--- config.mk ---
export PLATFORM = sky130hd
export DESIGN_NAME = mem_stage_flat
export DESIGN_NICKNAME = d
export VERILOG_FILES = /design/src/rtl/mem_stage_if.sv /design/src/rtl/mem_stage.sv /design/src/flat_wrapper.sv
export SDC_FILE = /design/constraint.sdc
export NUM_CORES = 1
export LEC_CHECK = 0
export BUFFER_PORTS_ARGS = -buffer_cell sky130_fd_sc_hd__buf_2
export CAP_MARGIN = 20
export CORE_ASPECT_RATIO = 0.7
export CORE_MARGIN = 3
export CORE_UTILIZATION = 40
export DETAILED_ROUTE_END_ITERATION = 8
export PLACE_DENSITY = 0.88
export SLEW_MARGIN = 10
export SYNTH_ARGS = -nofsm -noshare
export SYNTH_HDL_FRONTEND = slang
export SYNTH_SLANG_ARGS = --single-unit
--- constraint.sdc ---
create_clock -name clk -period 2.2 [get_ports clk]
set_input_delay 0.33 -clock clk [delete_from_list [all_inputs] [get_ports clk]]
set_output_delay 0.33 -clock clk [all_outputs]
set_load 0.01 [all_outputs]
--- src/rtl/mem_stage_if.sv ---
// Data-memory port between the MEM stage and the memory.
// The master drives req/we/addr/wdata; the slave answers with gnt/rvalid/rdata.
interface mem_stage_if #(
  parameter int DATA_W = 32
);
  logic              d_req;
  logic              d_we;
  logic [DATA_W-1:0] d_addr;
  logic [DATA_W-1:0] d_wdata;
  logic              d_gnt;
  logic              d_rvalid;
  logic [DATA_W-1:0] d_rdata;

  modport master (
    output d_req, d_we, d_addr, d_wdata,
    input  d_gnt, d_rvalid, d_rdata
  );

  modport slave (
    input  d_req, d_we, d_addr, d_wdata,
    output d_gnt, d_rvalid, d_rdata
  );
endinterface

--- src/rtl/mem_stage.sv ---
// Pipeline MEM stage: issues loads/stores on a req/gnt/rvalid port, stalls on wait
// states, aborts an access that stays outstanding too long, and feeds forwarding and WB.
module mem_stage #(
  parameter int DATA_W  = 32,
  parameter int TIMEOUT = 64
) (
  input  logic              clk,
  input  logic              reset_n,
  input  logic [DATA_W-1:0] ALU_out_MEM,
  input  logic [DATA_W-1:0] store_data_MEM,
  input  logic              d_write_enable_MEM,
  input  logic              d_load_enable_MEM,
  input  logic [4:0]        Rd_MEM,
  output logic [DATA_W-1:0] ALU_out_MEM_backward,
  output logic [4:0]        Rd_MEM_backward,
  output logic              stall_MEM,
  mem_stage_if.master       dmem,
  output logic [DATA_W-1:0] result_WB,
  output logic [4:0]        Rd_WB,
  output logic              bus_err
);

  localparam int CNT_W = $clog2(TIMEOUT + 1);

  typedef enum logic [1:0] {IDLE, REQ, WAIT_DATA} state_t;

  state_t           state, state_nx;
  logic [CNT_W-1:0] cnt, cnt_nx;
  logic             is_store, is_load, mem_op, timeout;
  logic             wb_alu, wb_rdata;

  assign is_store = d_write_enable_MEM;
  assign is_load  = d_load_enable_MEM & ~d_write_enable_MEM;
  assign mem_op   = is_store | is_load;

  // cnt holds the number of cycles the access has already been outstanding,
  // so the access is abandoned in its TIMEOUT-th cycle. A late load grant can
  // carry cnt past the limit, hence the >= comparison.
  assign timeout = (cnt >= CNT_W'(TIMEOUT - 1));

  always_comb begin
    state_nx      = state;
    cnt_nx        = cnt;
    stall_MEM     = 1'b0;
    bus_err       = 1'b0;
    wb_alu        = 1'b0;
    wb_rdata      = 1'b0;
    dmem.d_req    = 1'b0;
    dmem.d_we     = is_store;
    dmem.d_addr   = ALU_out_MEM;
    dmem.d_wdata  = store_data_MEM;
    case (state)
      IDLE: begin
        if (!mem_op) begin
          wb_alu = 1'b1;
        end else begin
          dmem.d_req = 1'b1;
          if (!(is_store && dmem.d_gnt)) begin
            stall_MEM = 1'b1;
            cnt_nx    = CNT_W'(1);
            state_nx  = dmem.d_gnt ? WAIT_DATA : REQ;
          end
        end
      end
      REQ: begin
        dmem.d_req = 1'b1;
        if (dmem.d_gnt && is_store) begin
          state_nx = IDLE;
          cnt_nx   = '0;
        end else if (dmem.d_gnt) begin
          stall_MEM = 1'b1;
          state_nx  = WAIT_DATA;
          cnt_nx    = cnt + CNT_W'(1);
        end else if (timeout) begin
          bus_err  = 1'b1;
          state_nx = IDLE;
          cnt_nx   = '0;
        end else begin
          stall_MEM = 1'b1;
          cnt_nx    = cnt + CNT_W'(1);
        end
      end
      WAIT_DATA: begin
        if (dmem.d_rvalid) begin
          wb_rdata = 1'b1;
          state_nx = IDLE;
          cnt_nx   = '0;
        end else if (timeout) begin
          bus_err  = 1'b1;
          state_nx = IDLE;
          cnt_nx   = '0;
        end else begin
          stall_MEM = 1'b1;
          cnt_nx    = cnt + CNT_W'(1);
        end
      end
      default: begin
        state_nx = IDLE;
        cnt_nx   = '0;
      end
    endcase
  end

  always_ff @(posedge clk) begin
    if (!reset_n) begin
      state     <= IDLE;
      cnt       <= '0;
      result_WB <= '0;
      Rd_WB     <= '0;
    end else begin
      state <= state_nx;
      cnt   <= cnt_nx;
      if (wb_alu) begin
        result_WB <= ALU_out_MEM;
        Rd_WB     <= Rd_MEM;
      end else if (wb_rdata) begin
        result_WB <= dmem.d_rdata;
        Rd_WB     <= Rd_MEM;
      end else begin
        Rd_WB <= '0;
      end
    end
  end

  // Loads never forward: their data is not known here, the stall covers the hazard.
  assign Rd_MEM_backward      = (is_load || Rd_MEM == 5'd0) ? 5'd0 : Rd_MEM;
  assign ALU_out_MEM_backward = (is_load || Rd_MEM == 5'd0) ? '0 : ALU_out_MEM;

endmodule
--- src/flat_wrapper.sv ---
// flat-port wrapper written by rule: the top's interface ports become plain ports
module mem_stage_flat 
#(
  parameter int DATA_W  = 32,
  parameter int TIMEOUT = 64
)
  (clk, reset_n, ALU_out_MEM, store_data_MEM, d_write_enable_MEM, d_load_enable_MEM, Rd_MEM, ALU_out_MEM_backward, Rd_MEM_backward, stall_MEM, result_WB, Rd_WB, bus_err, dmem_d_req, dmem_d_we, dmem_d_addr, dmem_d_wdata, dmem_d_gnt, dmem_d_rvalid, dmem_d_rdata);
  mem_stage_if #(.DATA_W(DATA_W)) dmem_i ();
  input  logic clk;
  input  logic reset_n;
  input  logic [DATA_W-1:0] ALU_out_MEM;
  input  logic [DATA_W-1:0] store_data_MEM;
  input  logic d_write_enable_MEM;
  input  logic d_load_enable_MEM;
  input  logic [4:0] Rd_MEM;
  output logic [DATA_W-1:0] ALU_out_MEM_backward;
  output logic [4:0] Rd_MEM_backward;
  output logic stall_MEM;
  output logic [DATA_W-1:0] result_WB;
  output logic [4:0] Rd_WB;
  output logic bus_err;
  output wire logic [$bits(dmem_i.d_req)-1:0] dmem_d_req;
  output wire logic [$bits(dmem_i.d_we)-1:0] dmem_d_we;
  output wire logic [$bits(dmem_i.d_addr)-1:0] dmem_d_addr;
  output wire logic [$bits(dmem_i.d_wdata)-1:0] dmem_d_wdata;
  input wire logic [$bits(dmem_i.d_gnt)-1:0] dmem_d_gnt;
  input wire logic [$bits(dmem_i.d_rvalid)-1:0] dmem_d_rvalid;
  input wire logic [$bits(dmem_i.d_rdata)-1:0] dmem_d_rdata;
  assign dmem_d_req = dmem_i.d_req;
  assign dmem_d_we = dmem_i.d_we;
  assign dmem_d_addr = dmem_i.d_addr;
  assign dmem_d_wdata = dmem_i.d_wdata;
  assign dmem_i.d_gnt = dmem_d_gnt;
  assign dmem_i.d_rvalid = dmem_d_rvalid;
  assign dmem_i.d_rdata = dmem_d_rdata;
  mem_stage #(.DATA_W(DATA_W), .TIMEOUT(TIMEOUT)) u_core (.clk(clk), .reset_n(reset_n), .ALU_out_MEM(ALU_out_MEM), .store_data_MEM(store_data_MEM), .d_write_enable_MEM(d_write_enable_MEM), .d_load_enable_MEM(d_load_enable_MEM), .Rd_MEM(Rd_MEM), .ALU_out_MEM_backward(ALU_out_MEM_backward), .Rd_MEM_backward(Rd_MEM_backward), .stall_MEM(stall_MEM), .dmem(dmem_i), .result_WB(result_WB), .Rd_WB(Rd_WB), .bus_err(bus_err));
endmodule
==> results of run 1 <==
[state kept, by name, indices dropped and copies added, names as in the netlist]
name / flops
u_core.result_WB: 32
u_core.Rd_WB: 5
u_core.cnt: 7
u_core.state: 2
[layout make-up]
| class | instances | area [um^2] |
|---|---|---|
| Timing Repair Buffer | 189 | 996 |
| Clock inverter | 1 | 5.00 |
| Multi-Input combinational cell | 210 | 1560 |
| Inverter | 6 | 22.5 |
| Tap cell | 98 | 123 |
| Clock buffer | 7 | 86.3 |
| Sequential cell | 46 | 921 |
| Fill cell | 696 | 3700 |
[metal layers]
layer,global-route usage,vias to the layer above,share of wire
met1,0.195,1293,0.40
met3,0.0644,7,0.11
met2,0.294,138,0.49
met5,0,-,0
li1,-,1348,-
met4,0.0522,0,0.0081
[cell usage in the layout, fill, tap and decap left out, drive strengths merged, types with 2 or more instances in the layout]
cell type | synthesis | layout
or4 | 2 | 2
dfxtp | 46 | 46
a211oi | 32 | 32
nand2b | 4 | 4
nand2 | 7 | 7
or2 | 2 | 2
mux2i | 32 | 32
buf | 79 | 189
nand4 | 3 | 3
nor3 | 6 | 6
inv | 6 | 6
and3 | 6 | 6
clkbuf | 8 | 7
a21oi | 7 | 7
and2 | 37 | 37
nor2 | 35 | 35
o21ai | 6 | 6
nand3 | 13 | 13
ha | 5 | 5
o21a | 2 | 2
[how the worst max path moves through the flow]
stage               slack (ns)                        to       startpoint
detailed placement        0.19  ALU_out_MEM_backward[13]        Rd_MEM[0]
global route             0.005                 stall_MEM  u_core.state[0]
global placement          0.25   ALU_out_MEM_backward[2]        Rd_MEM[0]
CTS                       0.12                 stall_MEM  u_core.state[0]
floorplan                 0.48  ALU_out_MEM_backward[10]        Rd_MEM[0]
finish                    0.13                 stall_MEM  u_core.state[0]
[power groups by stage]
stage | Combinational, uW | Sequential (uW) | Clock (uW)
final | 674 | 929 | 531
after global routing | 735 | 938 | 596
after CTS | 683 | 930 | 558
after detailed placement | 681 | 948 | 0
after global placement | 658 | 944 | 0
after floorplan | 479 | 974 | 0
[metrics by stage]
stage                     hold slack (ns)  area, um^2
after floorplan                     0.436        3110
after global placement              0.449        3620
after detailed placement            0.474        3620
after CTS                           0.275        3710
after global routing                0.280        3710
final                               0.288        3710
[kinds of logic (layout without fill, tap and decap cells)]
family	count (synthesis)	in the layout	share of synthesized area
compound gates	54	54	0.173
flops	46	46	0.296
mux	32	32	0.103
buf+inv	93	203	0.204
fa+ha+maj	5	5	0.0201
simple gates	119	119	0.204
==> reports/metrics.csv, run 1 <==
metric;value;unit
port buffer count;184;
combinational share of power;0.316;
CP top delay family;compound AO/OA/AOI/OAI gates;
Post-Syn Area per Cell;8.92;um^2
Clock Power Share;0.249;
worst hold path type;in -> reg;
initial antenna violation count;0;
nets;570;
# setup viols final;0;
Lkg Pwr;0.00176;uW
worst r2r src;u_core.state[0];
Max IR drop VDD;0.241;mV
Placed Cells;549;
CP cell instances;inv_1 -> ha_1 -> a22oi_1 -> o21a_1 -> a21oi_1 -> buf_2;
Net Count, Synth;461;
Net Sw Power;689;uW
Die Ht;79.8;um
Cell Count, Final, Fillers Out;557;
# rows;26;
Sum Neg Setup Slack;0;ns
final worst slack;0.133;ns
die area;0.00889;mm^2
clock root cell;clkbuf_8;
core box area;0.00742;mm^2
sequential power share;0.435;
WL/cell;14.7;um
CTS buffer count;5;
routability congestion estimate;0.853;
Post-Syn Instances;349;
largest net degree at the start of global routing;70;
Tot Pwr;2140;uW
CTS Hold Buffers Added;0;
Fin. Hold Viols;0;
Routed WL;8.17;mm
vias in the first global route;2583;
GR Util All Layers;0.169;
setup bufs post-CTS;0;
Internal;1450;uW
PwrDens;575;mW/mm^2
H-tree lvl count;2;
Post-synth EDFFs;0;
most instantiated cells after synthesis;buf_4 (72), dfxtp_1 (46), and2_1 (37);
critical hold path startpoint;Rd_MEM[2];
share of post-route cells with drive strength above 1;0.510;
post-layout util;0.501;
Final HPWL DP;6.40;mm
slowest stage delay, CP;0.40;ns
slowest CP cell;dfxtp_1;
clk_lat worst skew;0.29;ns
Achievable Freq;0.484;GHz
clk_skew;0.00433;ns
cell with the most instances after synthesis;buf_4;
sw frac;0.323;
status;complete, no violations;
Area Overhead vs Synth;19.3;%
Yosys top cell by area;dfxtp_1;
global-route wire length before repair;12.2;mm
Slew Viols, Final;0;
Yosys top cell area share;0.296;
Setup Crit Path Kind;reg -> out;
Overflow after GRT;0;
ratio of final minimum period to clock period;0.940;
DRC errors left;0;
Netlist Area Pre-Place;0.00311;mm^2
max-cap viol count;0;
CTS clk-pin slew, worst paths;0.09;ns
Synth Flop Type;dfxtp_1;
synth top area cells;dfxtp_1 (30%), buf_4 (17%), a211oi_2 (13%), mux2i_1 (10%), and2_1 (7.4%);
die width;111;um
Longest Clk Path Bufs;2;
r2r setup slk;0.34;ns
initial core utilization;0.420;
worst-margin pin slew;0.561;ns
vias;2786;
max_slew headroom;0.624;
worst reg2reg path endpoint;u_core.result_WB[27];
Crit path arrival time;1.74;ns
ANT nets after route;0;
pre-CTS setup slack;0.195;ns
RSZ-0062 raised after global routing;no;
number of distinct library cells after synthesis;36;
DRT iter0 DRCs;124;
io pins;249;
Post-CTS Resized;0;
Req. time, crit path;1.87;ns
Pre-Repair DR Iteration Count;4;
Reg2Reg Depth;8;
#FFs+latches synth;46;
Async SR Flop Fraction;0;
Ys Warns;0;
diode count;0;
min cycle time layout;2.07;ns
Worst Path Max Fanout;4;
Crit path depth;6;
crit end category;output port;
sequential-to-total area share from yosys stat;0.296;
worst hold endpoint;u_core.Rd_WB[2];
routed vias/inst;5.00;
worst path buffer plus inverter count;2;
Clock Sinks;46;
CTS tree;yes;
startpoint types;flop;
hold path cells;2;
Note: power is estimated with default switching activity, not from simulation.
==> inputs of run 2 (changes only) <==
--- a/config.mk
+++ b/config.mk
@@ -10,6 +10,7 @@
 export CORE_ASPECT_RATIO = 0.7
 export CORE_MARGIN = 3
 export CORE_UTILIZATION = 40
+export CTS_BUF_LIST = sky130_fd_sc_hd__clkbuf_2
 export DETAILED_ROUTE_END_ITERATION = 8
 export PLACE_DENSITY = 0.88
 export SLEW_MARGIN = 10
==> run 2 against run 1 <==
Total power decreased by 8.5%. Final cell count is the same. Maximum frequency rose by 0.36%. Sequential cell count unchanged. Critical path depth unchanged.
==> reports/metrics.csv, run 2 (synthesized netlist as in run 1, its figures left out) <==
metric;value;unit;change
status;complete, no violations;;
global-route wire length before repair;12.2;mm;+0.11%
setup bufs post-CTS;0;;unchanged
Crit path arrival time;1.73;ns;about the same
startpoint types;flop;;
CTS clk-pin slew, worst paths;0.24;ns;+0.15 ns
Net Sw Power;680;uW;-1.3%
DRT iter0 DRCs;175;;+41%
Die Ht;79.8;um;unchanged
crit end category;output port;;
Pre-Repair DR Iteration Count;4;;unchanged
die area;0.00889;mm^2;unchanged
die width;111;um;unchanged
CTS Hold Buffers Added;0;;unchanged
CP top delay family;compound AO/OA/AOI/OAI gates;;
combinational share of power;0.347;;+0.031
Slew Viols, Final;0;;unchanged
CTS buffer count;5;;unchanged
worst-margin pin slew;0.573;ns;+0.0120 ns
diode count;0;;unchanged
slowest stage delay, CP;0.41;ns;about the same
sequential power share;0.477;;+0.042
ANT nets after route;0;;unchanged
max-cap viol count;0;;unchanged
GR Util All Layers;0.169;;about the same
Sum Neg Setup Slack;0;ns;unchanged
Lkg Pwr;0.00175;uW;-0.77%
worst path buffer plus inverter count;2;;unchanged
Fillers;698;;+0.29%
Final HPWL DP;6.40;mm;unchanged
most common cell after layout, fill and taps aside;buf_2;;
Overflow after GRT;0;;unchanged
Top reg by flops;u_core.result_WB;;
CP cell instances;inv_1 -> ha_1 -> a22oi_2 -> o21a_1 -> a21oi_1 -> buf_2;;
WL/cell;14.9;um;+1.6%
Longest Clk Path Bufs;2;;unchanged
core box area;0.00742;mm^2;unchanged
# rows;26;;unchanged
vias in the first global route;2586;;+0.12%
min cycle time layout;2.06;ns;-0.00736 ns
PwrDens;530;mW/mm^2;-7.9%
vias;2802;;+0.57%
port buffer count;184;;unchanged
Worst Path Max Fanout;4;;unchanged
ratio of final minimum period to clock period;0.936;;-0.00335
hold slack;0.164;ns;-0.124 ns
clk_lat worst skew;0.39;ns;+0.10 ns
initial antenna violation count;0;;unchanged
worst r2r src;u_core.state[0];;
max reg flops;32;;unchanged
clock root cell;clkbuf_2;;
Achievable Freq;0.486;GHz;+0.36%
io pins;249;;unchanged
largest net degree at the start of global routing;70;;unchanged
Clock Power Share;0.176;;-0.073
worst hold path type;in -> reg;;
share of post-route cells with drive strength above 1;0.527;;+0.0174
commonest cells after routing, fill and taps aside;buf_2 (184), dfxtp_1 (43), and2_1 (37);;
RSZ-0062 raised after global routing;no;;
nets;570;;unchanged
CTS tree;yes;;
slowest CP cell;dfxtp_4;;
H-tree lvl count;2;;unchanged
Area Overhead vs Synth;18.5;%;
Max IR drop VDD;0.259;mV;+7.2%
Routed WL;8.31;mm;+1.6%
crit path from;u_core.state[1];;
routed vias/inst;5.03;;+0.57%
max_slew headroom;0.616;;-0.00803
sw frac;0.348;;+0.0254
# setup viols final;0;;unchanged
Clock Sinks;46;;unchanged
Largest regs;u_core.result_WB (32), u_core.cnt (7), u_core.Rd_WB (5);;
Fin. Hold Viols;0;;unchanged
clk_skew;0.0140;ns;+0.00967 ns
Internal;1270;uW;-12%
routability congestion estimate;0.853;;unchanged
initial core utilization;0.420;;unchanged
Setup Crit Path Kind;reg -> out;;
Req. time, crit path;1.87;ns;about the same
DRC errors left;0;;unchanged
critical hold path startpoint;Rd_MEM[2];;
-- run 2: cell types whose count changed in the layout (fill, tap and decap cells not counted), moves of 2 or more --
| cell | change |
|---|---|
| clkbuf_2 | +6 |
| ha_1 | -2 |
| dfxtp_4 | +3 |
| clkbuf_8 | -6 |
| dfxtp_1 | -3 |
| ha_2 | +2 |
-- run 2: area by class of cell --
class	instances	area, um^2	area share
repair buffers	189	996	0.270
inverters	6	22.5	0.00611
well taps	98	123	0.0332
clock inverters	2	8.76	0.00237
flip-flops and latches	46	932	0.253
multi-input cells	210	1580	0.427
clock buffers	6	30.0	0.00814
-- run 2: worst paths after layout --
path / slack [ns] / depth (start not counted) / end
max: 0.14 / 6 / stall_MEM
min reg2reg: 0.50 / 2 / u_core.cnt[6]
min: 0.16 / 2 / u_core.Rd_WB[2]
max reg2reg: 0.32 / 8 / u_core.result_WB[27]
-- run 2: layer usage --
layer	part of all wire	track usage	vias up
li1	-	-	1349
met1	0.41	0.194	1310
met2	0.49	0.297	139
met3	0.094	0.0644	4
met4	0.0060	0.0486	0
met5	0	0	-
-- run 2: power groups by stage --
stage                     clock network, uW  logic, uW  registers, uW
final                                   343        678            933
after global routing                    401        738            942
after CTS                               365        685            933
after detailed placement                  0        681            948
after global placement                    0        658            944
after floorplan                           0        479            974
-- run 2: stage by stage --
step           std cells  setup slack (ns)  power, uW  instance area [um^2]  utilization
2_1_floorplan        349             0.485       1450                  3110            -
3_3_place_gp         549             0.253       1600                  3620        0.488
3_5_place_dp         549             0.195       1630                  3620        0.488
4_1_cts              557           0.00115       1980                  3660        0.494
5_1_grt              557           0.00883       2080                  3690        0.497
6_report             557             0.140       1950                  3690        0.497
-- run 2: what timing repair did --
| action | CTS | global route |
|---|---|---|
| gates resized for setup | 1 | 10 |
| setup endpoints to repair | 2 | 2 |
| pin swaps | 0 | 3 |
